## config.mk

```make
export PLATFORM = sky130hd
export DESIGN_NAME = lc3b_decode_seq_flat
export DESIGN_NICKNAME = d
export VERILOG_FILES = /design/src/rtl/lc3b_decode_seq_pkg.sv /design/src/rtl/lc3b_decode_seq_if.sv /design/src/rtl/lc3b_decode_comb.sv /design/src/rtl/lc3b_decode_seq.sv /design/src/flat_wrapper.sv
export SDC_FILE = /design/constraint.sdc
export NUM_CORES = 1
export LEC_CHECK = 0
export ABC_AREA = 1
export CAP_MARGIN = 40
export CELL_PAD_IN_SITES_DETAIL_PLACEMENT = 0
export CELL_PAD_IN_SITES_GLOBAL_PLACEMENT = 1
export CORE_AREA = 2 2 94 96
export DETAILED_ROUTE_END_ITERATION = 16
export DIE_AREA = 0 0 96 98
export HOLD_SLACK_MARGIN = 0.02
export PLACE_DENSITY_LB_ADDON = 0.1
export SLEW_MARGIN = 20
export SYNTH_ARGS = -nofsm -noshare
export SYNTH_HDL_FRONTEND = slang
export SYNTH_SLANG_ARGS = --single-unit
```

## constraint.sdc

```tcl
create_clock -name clk -period 2.7 [get_ports clk]
set_input_delay 0.81 -clock clk [delete_from_list [all_inputs] [get_ports clk]]
set_output_delay 0.81 -clock clk [all_outputs]
set_load 0.01 [all_outputs]
```

## src/rtl/lc3b_decode_seq_pkg.sv

```systemverilog
// Shared types for the LC-3b decode stage: opcodes, ALU ops, sequencer
// states and the control word handed to execute.
// Optional feature macro: LC3B_INDIRECT_EN (LDI/STI become two micro-ops).
package lc3b_decode_seq_pkg;

    localparam int unsigned CTRL_PC_W = 16;

    typedef enum logic [3:0] {
        OP_BR  = 4'h0, OP_ADD = 4'h1, OP_LDB = 4'h2, OP_STB = 4'h3,
        OP_JSR = 4'h4, OP_AND = 4'h5, OP_LDR = 4'h6, OP_STR = 4'h7,
        OP_RTI = 4'h8, OP_NOT = 4'h9, OP_LDI = 4'hA, OP_STI = 4'hB,
        OP_JMP = 4'hC, OP_SHF = 4'hD, OP_LEA = 4'hE, OP_TRAP = 4'hF
    } lc3b_opcode;

    typedef enum logic [2:0] {
        alu_add, alu_and, alu_not, alu_passa, alu_passb, alu_sll, alu_srl, alu_sra
    } lc3b_aluop;

    typedef enum logic {
        IDLE = 1'b0,
        IND2 = 1'b1
    } lc3b_decode_state_t;

    typedef struct packed {
        logic [CTRL_PC_W-1:0] pc;
        lc3b_aluop            aluop;
        logic                 load_reg;
        logic                 load_cc;
        logic [1:0]           wbmux_sel;
        logic                 sr2mux_sel;
        logic                 addr1mux_sel;
        logic [1:0]           addr2mux_sel;
        logic                 lshf;
        logic                 storemux_sel;
        logic                 br_op;
        logic                 dcacheR;
        logic                 dcacheW;
        logic                 dcache_enable;
        logic                 uop;
        logic                 illegal;
    } lc3b_control_word;

    // One bit per opcode; set means this build cannot decode it.
`ifdef LC3B_INDIRECT_EN
    localparam logic [15:0] OP_ILLEGAL_MASK = 16'hF11C;
`else
    localparam logic [15:0] OP_ILLEGAL_MASK = 16'hFD1C;
`endif

    localparam logic UOP_IND2 = 1'b1;

    function automatic logic is_indirect(input lc3b_opcode op);
        return (op == OP_LDI) || (op == OP_STI);
    endfunction

endpackage

```

## src/rtl/lc3b_decode_seq_if.sv

```systemverilog
// Fetch -> decode -> execute handshake bundle.
// master: fetch/downstream side (drives in_*, stall, flush).
// slave : decode stage (drives in_ready and out_*).
interface lc3b_decode_seq_if
    import lc3b_decode_seq_pkg::*;
#(
    parameter int unsigned WORD_W = 16
) ();
    logic              in_valid;
    logic [WORD_W-1:0] in_ir;
    logic [WORD_W-1:0] in_pc;
    logic              in_ready;
    logic              stall;
    logic              flush;
    logic              out_valid;
    lc3b_control_word  out_ctrl;
    logic [WORD_W-1:0] out_ir;
    logic [WORD_W-1:0] out_pc;
    logic              out_uop;
    logic              out_illegal;

    modport master (
        output in_valid, in_ir, in_pc, stall, flush,
        input  in_ready, out_valid, out_ctrl, out_ir, out_pc, out_uop, out_illegal
    );

    modport slave (
        input  in_valid, in_ir, in_pc, stall, flush,
        output in_ready, out_valid, out_ctrl, out_ir, out_pc, out_uop, out_illegal
    );
endinterface

```

## src/rtl/lc3b_decode_comb.sv

```systemverilog
// Pure combinational control-word table.
// Ports: opcode, ir5, uop (micro-op index) in; ctrl_c (pc field left 0) out.
// Macro LC3B_INDIRECT_EN enables the LDI/STI rows.
module lc3b_decode_comb
    import lc3b_decode_seq_pkg::*;
(
    input  lc3b_opcode       opcode,
    input  logic             ir5,
    input  logic             uop,
    output lc3b_control_word ctrl_c
);

    always_comb begin
        ctrl_c       = '0;
        ctrl_c.aluop = alu_passa;
        ctrl_c.uop   = uop;
        case (opcode)
            OP_ADD, OP_AND: begin
                ctrl_c.aluop      = (opcode == OP_ADD) ? alu_add : alu_and;
                ctrl_c.load_reg   = 1'b1;
                ctrl_c.load_cc    = 1'b1;
                ctrl_c.wbmux_sel  = 2'b11;
                ctrl_c.sr2mux_sel = ir5;
            end
            OP_NOT: begin
                ctrl_c.aluop     = alu_not;
                ctrl_c.load_reg  = 1'b1;
                ctrl_c.load_cc   = 1'b1;
                ctrl_c.wbmux_sel = 2'b11;
            end
            OP_LDR: begin
                ctrl_c.addr1mux_sel  = 1'b1;
                ctrl_c.addr2mux_sel  = 2'b01;
                ctrl_c.lshf          = 1'b1;
                ctrl_c.dcacheR       = 1'b1;
                ctrl_c.dcache_enable = 1'b1;
                ctrl_c.wbmux_sel     = 2'b01;
                ctrl_c.load_reg      = 1'b1;
                ctrl_c.load_cc       = 1'b1;
            end
            OP_STR: begin
                ctrl_c.addr1mux_sel  = 1'b1;
                ctrl_c.addr2mux_sel  = 2'b01;
                ctrl_c.lshf          = 1'b1;
                ctrl_c.storemux_sel  = 1'b1;
                ctrl_c.dcacheW       = 1'b1;
                ctrl_c.aluop         = alu_passb;
                ctrl_c.dcache_enable = 1'b1;
            end
            OP_BR: begin
                ctrl_c.addr2mux_sel = 2'b10;
                ctrl_c.lshf         = 1'b1;
                ctrl_c.br_op        = 1'b1;
            end
`ifdef LC3B_INDIRECT_EN
            OP_LDI, OP_STI: begin
                ctrl_c.dcache_enable = 1'b1;
                if (uop != UOP_IND2) begin
                    // first access fetches the pointer: LDR addressing, no writeback
                    ctrl_c.addr1mux_sel = 1'b1;
                    ctrl_c.addr2mux_sel = 2'b01;
                    ctrl_c.lshf         = 1'b1;
                    ctrl_c.dcacheR      = 1'b1;
                end else if (opcode == OP_LDI) begin
                    ctrl_c.dcacheR   = 1'b1;
                    ctrl_c.wbmux_sel = 2'b01;
                    ctrl_c.load_reg  = 1'b1;
                    ctrl_c.load_cc   = 1'b1;
                end else begin
                    ctrl_c.addr1mux_sel = 1'b1;
                    ctrl_c.lshf         = 1'b1;
                    ctrl_c.storemux_sel = 1'b1;
                    ctrl_c.dcacheW      = 1'b1;
                    ctrl_c.aluop        = alu_passb;
                end
            end
`endif
            default: ;
        endcase
        if (OP_ILLEGAL_MASK[opcode]) begin
            ctrl_c         = '0;
            ctrl_c.illegal = 1'b1;
        end
    end

endmodule

```

## src/rtl/lc3b_decode_seq.sv

```systemverilog
// Registered, stallable LC-3b decode stage with flush, illegal-opcode
// flagging and an LDI/STI two-micro-op sequencer.
// Ports: clk, reset (async, active-high), bus (lc3b_decode_seq_if.slave).
// Parameters: WORD_W, ILLEGAL_FLAG (1: flag illegal ops, 0: drop as bubbles).
// Macro LC3B_INDIRECT_EN enables the IND2 state; otherwise out_uop stays 0.
module lc3b_decode_seq
    import lc3b_decode_seq_pkg::*;
#(
    parameter int unsigned WORD_W       = 16,
    parameter bit          ILLEGAL_FLAG = 1'b1
) (
    input  logic                 clk,
    input  logic                 reset,
    lc3b_decode_seq_if.slave     bus
);

    localparam int unsigned OPC_LSB = WORD_W - 4;

    logic             ind2;
    logic             advance;
    logic             accept;
    lc3b_opcode       dec_op;
    logic             dec_ir5;
    logic             dec_uop;
    lc3b_control_word dec_ctrl_c;
    lc3b_control_word load_ctrl_c;

`ifdef LC3B_INDIRECT_EN
    lc3b_decode_state_t state;
    assign ind2 = (state == IND2);
`else
    assign ind2 = 1'b0;
`endif

    // Output register may load when it is empty or being taken downstream.
    assign advance      = !bus.out_valid || !bus.stall;
    assign bus.in_ready = !ind2 && advance && !bus.flush;
    assign accept       = bus.in_valid && bus.in_ready;

    // The second micro-op re-decodes the instruction held in out_ir.
    assign dec_op  = ind2 ? lc3b_opcode'(bus.out_ir[OPC_LSB +: 4]) : lc3b_opcode'(bus.in_ir[OPC_LSB +: 4]);
    assign dec_ir5 = ind2 ? bus.out_ir[5] : bus.in_ir[5];
    assign dec_uop = ind2 ? UOP_IND2 : 1'b0;

    lc3b_decode_comb u_comb (
        .opcode (dec_op),
        .ir5    (dec_ir5),
        .uop    (dec_uop),
        .ctrl_c (dec_ctrl_c)
    );

    // Attach the PC; undecodable words go out as an all-zero control word.
    always_comb begin
        load_ctrl_c    = dec_ctrl_c;
        load_ctrl_c.pc = ind2 ? CTRL_PC_W'(bus.out_pc) : CTRL_PC_W'(bus.in_pc);
        if (dec_ctrl_c.illegal) begin
            load_ctrl_c = '0;
        end
    end

    // Sequencer and output register.
    always_ff @(posedge clk or posedge reset) begin
        if (reset) begin
            bus.out_valid   <= 1'b0;
            bus.out_ctrl    <= '0;
            bus.out_ir      <= '0;
            bus.out_pc      <= '0;
            bus.out_uop     <= 1'b0;
            bus.out_illegal <= 1'b0;
`ifdef LC3B_INDIRECT_EN
            state           <= IDLE;
`endif
        end else if (bus.flush) begin
            bus.out_valid   <= 1'b0;
            bus.out_uop     <= 1'b0;
            bus.out_illegal <= 1'b0;
`ifdef LC3B_INDIRECT_EN
            state           <= IDLE;
        end else if (state == IND2) begin
            if (advance) begin
                bus.out_ctrl    <= load_ctrl_c;
                bus.out_uop     <= UOP_IND2;
                bus.out_valid   <= 1'b1;
                bus.out_illegal <= 1'b0;
                state           <= IDLE;
            end
`endif
        end else if (accept) begin
            bus.out_ctrl    <= load_ctrl_c;
            bus.out_ir      <= bus.in_ir;
            bus.out_pc      <= bus.in_pc;
            bus.out_uop     <= 1'b0;
            bus.out_illegal <= dec_ctrl_c.illegal && ILLEGAL_FLAG;
            bus.out_valid   <= !dec_ctrl_c.illegal || ILLEGAL_FLAG;
`ifdef LC3B_INDIRECT_EN
            if (is_indirect(dec_op) && !dec_ctrl_c.illegal) begin
                state <= IND2;
            end
`endif
        end else if (advance) begin
            bus.out_valid   <= 1'b0;
            bus.out_uop     <= 1'b0;
            bus.out_illegal <= 1'b0;
        end
    end

endmodule

```

## src/flat_wrapper.sv

```systemverilog
// flat-port wrapper written by rule: the top's interface ports become plain ports
module lc3b_decode_seq_flat import lc3b_decode_seq_pkg::*;
#(
    parameter int unsigned WORD_W       = 16,
    parameter bit          ILLEGAL_FLAG = 1'b1
)
  (clk, reset, bus_in_valid, bus_in_ir, bus_in_pc, bus_stall, bus_flush, bus_in_ready, bus_out_valid, bus_out_ctrl, bus_out_ir, bus_out_pc, bus_out_uop, bus_out_illegal);
  lc3b_decode_seq_if #(.WORD_W(WORD_W)) bus_i ();
  input  logic clk;
  input  logic reset;
  input wire logic [$bits(bus_i.in_valid)-1:0] bus_in_valid;
  input wire logic [$bits(bus_i.in_ir)-1:0] bus_in_ir;
  input wire logic [$bits(bus_i.in_pc)-1:0] bus_in_pc;
  input wire logic [$bits(bus_i.stall)-1:0] bus_stall;
  input wire logic [$bits(bus_i.flush)-1:0] bus_flush;
  output wire logic [$bits(bus_i.in_ready)-1:0] bus_in_ready;
  output wire logic [$bits(bus_i.out_valid)-1:0] bus_out_valid;
  output wire logic [$bits(bus_i.out_ctrl)-1:0] bus_out_ctrl;
  output wire logic [$bits(bus_i.out_ir)-1:0] bus_out_ir;
  output wire logic [$bits(bus_i.out_pc)-1:0] bus_out_pc;
  output wire logic [$bits(bus_i.out_uop)-1:0] bus_out_uop;
  output wire logic [$bits(bus_i.out_illegal)-1:0] bus_out_illegal;
  assign bus_i.in_valid = bus_in_valid;
  assign bus_i.in_ir = bus_in_ir;
  assign bus_i.in_pc = bus_in_pc;
  assign bus_i.stall = bus_stall;
  assign bus_i.flush = bus_flush;
  assign bus_in_ready = bus_i.in_ready;
  assign bus_out_valid = bus_i.out_valid;
  assign bus_out_ctrl = bus_i.out_ctrl;
  assign bus_out_ir = bus_i.out_ir;
  assign bus_out_pc = bus_i.out_pc;
  assign bus_out_uop = bus_i.out_uop;
  assign bus_out_illegal = bus_i.out_illegal;
  lc3b_decode_seq #(.WORD_W(WORD_W), .ILLEGAL_FLAG(ILLEGAL_FLAG)) u_core (.clk(clk), .reset(reset), .bus(bus_i));
endmodule
```

==> impl_metrics.json, run 1 <==
{
  "antenna_left": 0,
  "status": "completed",
  "cts_max_path_buffers": 2,
  "placementRows": 34,
  "overflow": 0,
  "final_util": 0.449,
  "min_from": "u_core.bus.out_pc[0]$_DFFE_PP0P_",
  "reg2reg_depth": 7,
  "worstPathMaxFanout": 2,
  "hold_violations": 0,
  "period_minus_slack_ps": 2520,
  "timing.final.crit_share": 0.932,
  "yosysTopAreaCell": "dfrtp_1",
  "dp_hpwl_um": 4180,
  "yosysMostFrequentCell": "nand2_1",
  "holdPathStages": 2,
  "die_h_um": 98,
  "clk_pin_slew_ps": 60,
  "required_ps": 1890,
  "grt_max_degree": 63,
  "drcViolationCount": 0,
  "setup_viol": 0,
  "finalPower_w": 0.00251,
  "synthCells": 271,
  "synth_common_cells": "nand2_1 (135), dfrtp_1 (62), o21ai_1 (15)",
  "cp_data_arrival_time_ps": 1710,
  "core_um2": 8470,
  "htreeDepth": 3,
  "vias": 2080,
  "ioPinCount": 108,
  "synth_cell_types": 19,
  "drt_first_pass_iters": 4,
  "nets": 412,
  "grt_first_pass_wirelength_um": 10300,
  "ys_ff_latch": 62,
  "synth_area_leaders": "dfrtp_1 (63%), nand2_1 (20%), buf_4 (3.3%)",
  "clock_latency_ps": 330,
  "ys_warn_count": 0,
  "reg2reg_to": "u_core.bus.out_ctrl[33]$_DFFE_PP0P_",
  "routabilityCongestion": 0.743,
  "busiest_layer": "met2",
  "rsz0062_at_grt": "no",
  "ir_drop_mv": 0.236,
  "slew_viol_final": 0,
  "cellLeakagePower_nw": 1.83,
  "crit_path_start_kind": "input port",
  "rr_startpoint": "u_core.bus.out_valid$_DFFE_PP0P_",
  "layout-drive-gt1-share": 0.0789,
  "cts_sinks": 62,
  "insertedDiodeCount": 0,
  "routed_wl_um": 6280,
  "cts_resized": 1,
  "synth_sequential_area_ratio": 0.628,
  "met2_usage": 0.221,
  "yosysTopAreaCellShare": 0.628,
  "gr-usage-met3": 0.0478,
  "via_per_inst": 4.26,
  "worst-r2r-setup-slack_ps": 1350,
  "syn_area_um2": 2470,
  "cts_tree": "built",
  "io_buffers": 104,
  "ys.flop_type": "dfrtp_1",
  "hold_buffers": 0,
  "cts_setup_buffers": 0,
  "grt_pass1_vias": 2163,
  "cts_buffers": 9,
  "clockRootBuffer": "clkbuf_8",
  "synth_area_per_cell_um2": 9.12,
  "synth_edf_count": 0,
  "fin_worst_skew_ps": 8.14,
  "grt_use_total": 0.142,
  "antenna_found_initial": 0,
  "powerDensity_nw_per_um2": 659,
  "cap_viol_max_count": 0,
  "area_delta_synth_final_pct": 53.8,
  "async_reset_ff_frac": 1.00,
  "end_kind": "primary output",
  "hold_end": "u_core.bus.out_pc[0]$_DFFE_PP0P_",
  "fp.dieW_um": 96,
  "grt_use_met1": 0.179,
  "hp-class": "reg2reg",
  "drtIter0Drc": 70,
  "clock.fmax_ghz": 0.397,
  "die_area_um2": 9410,
  "critical_path_class": "in2out",
  "post_drt_wl_per_cell_um": 12.9,
  "initial_core_util": 0.292
}
placed cells by master (no fill, tap or decap), drive strengths merged:
cell           count
dlygate4sd2        1
nor2               8
inv                9
conb               3
clkinvlp           1
a21oi              1
clkbuf            13
a21o               1
buf                6
nand3              7
o21ai             24
clkinv             1
clkdlybuf4s50    103
bufinv             1
nor3               1
dfrtp             62
nand2            138
per-stage QoR:
step	setup WS, ps	hold slack (ps)	cell area, µm²	cells	setup TNS (ps)
6_report	184	479	3800	488	0
5_1_grt	123	510	3800	488	0
2_1_floorplan	349	513	2480	273	0
4_1_cts	179	482	3800	488	0
3_5_place_dp	-62.8	464	3600	472	-62.8
3_3_place_gp	-70.0	462	3600	472	-70.0
worst max-delay path by stage:
stage	start	end	slack, ps	depth (start not counted)
after floorplan	reset	u_core.bus.out_ctrl[11]$_DFFE_PP0P_	350	1
after global placement	bus_stall	bus_in_ready	-70	5
after detailed placement	bus_stall	bus_in_ready	-60	5
after CTS	bus_stall	bus_in_ready	180	5
after global routing	bus_stall	bus_in_ready	120	5
final	bus_stall	bus_in_ready	180	5
critical path, cell delays in order:
cell	delay, ps
clkdlybuf4s50_1	470
nand2_2	50
inv_1	60
nor2_1	40
dlygate4sd2_1	270
layout make-up:
type                            instances  area (µm²)
Fill cell                             848        4660
Tap cell                              108         135
Timing Repair Buffer                  110        1120
Clock buffer                           13         159
Inverter                                9        33.8
Sequential cell                        62        1550
Multi-Input combinational cell        183         759
Clock inverter                          3        42.5
cell families (layout without fill, tap and decap cells):
logic type      Yosys count  count (layout)  share of synthesized area
compound gates           26              26                     0.0536
other cells               1               3                    0.00152
simple gates            154             154                      0.249
buf+inv                  28             135                     0.0683
flops                    62              62                      0.628
power by group:
group          total (W)  leakage [nW]  internal (W)  switching [W]
clock           0.000829        0.0996      0.000476       0.000352
sequential       0.00111         0.798       0.00105      0.0000655
combinational   0.000568         0.931      0.000321       0.000247
total            0.00251          1.83       0.00184       0.000665
flip-flops by register name (all words and copies together), names as in the netlist:
name and flops:
u_core.bus.out_ir 16, u_core.bus.out_illegal 1, u_core.bus.out_pc 16, u_core.bus.out_ctrl 28, u_core.bus.out_valid 1
per-layer routing:
layer  routed length [µm]  vias up
li1                     -     1036
met1                 2810      970
met2                 2930       67
met3                  456        7
met4                   82        0
met5                    0        -
Note: power is estimated with default switching activity, not from simulation.
==> run 2, diff against run 1 <==
Settings changed: CTS_CLUSTER_SIZE set to 40, TNS_END_PERCENT set to 30.
==> results of run 2 <==
The final DEF is identical to that of run 1; final timing and power are the same.
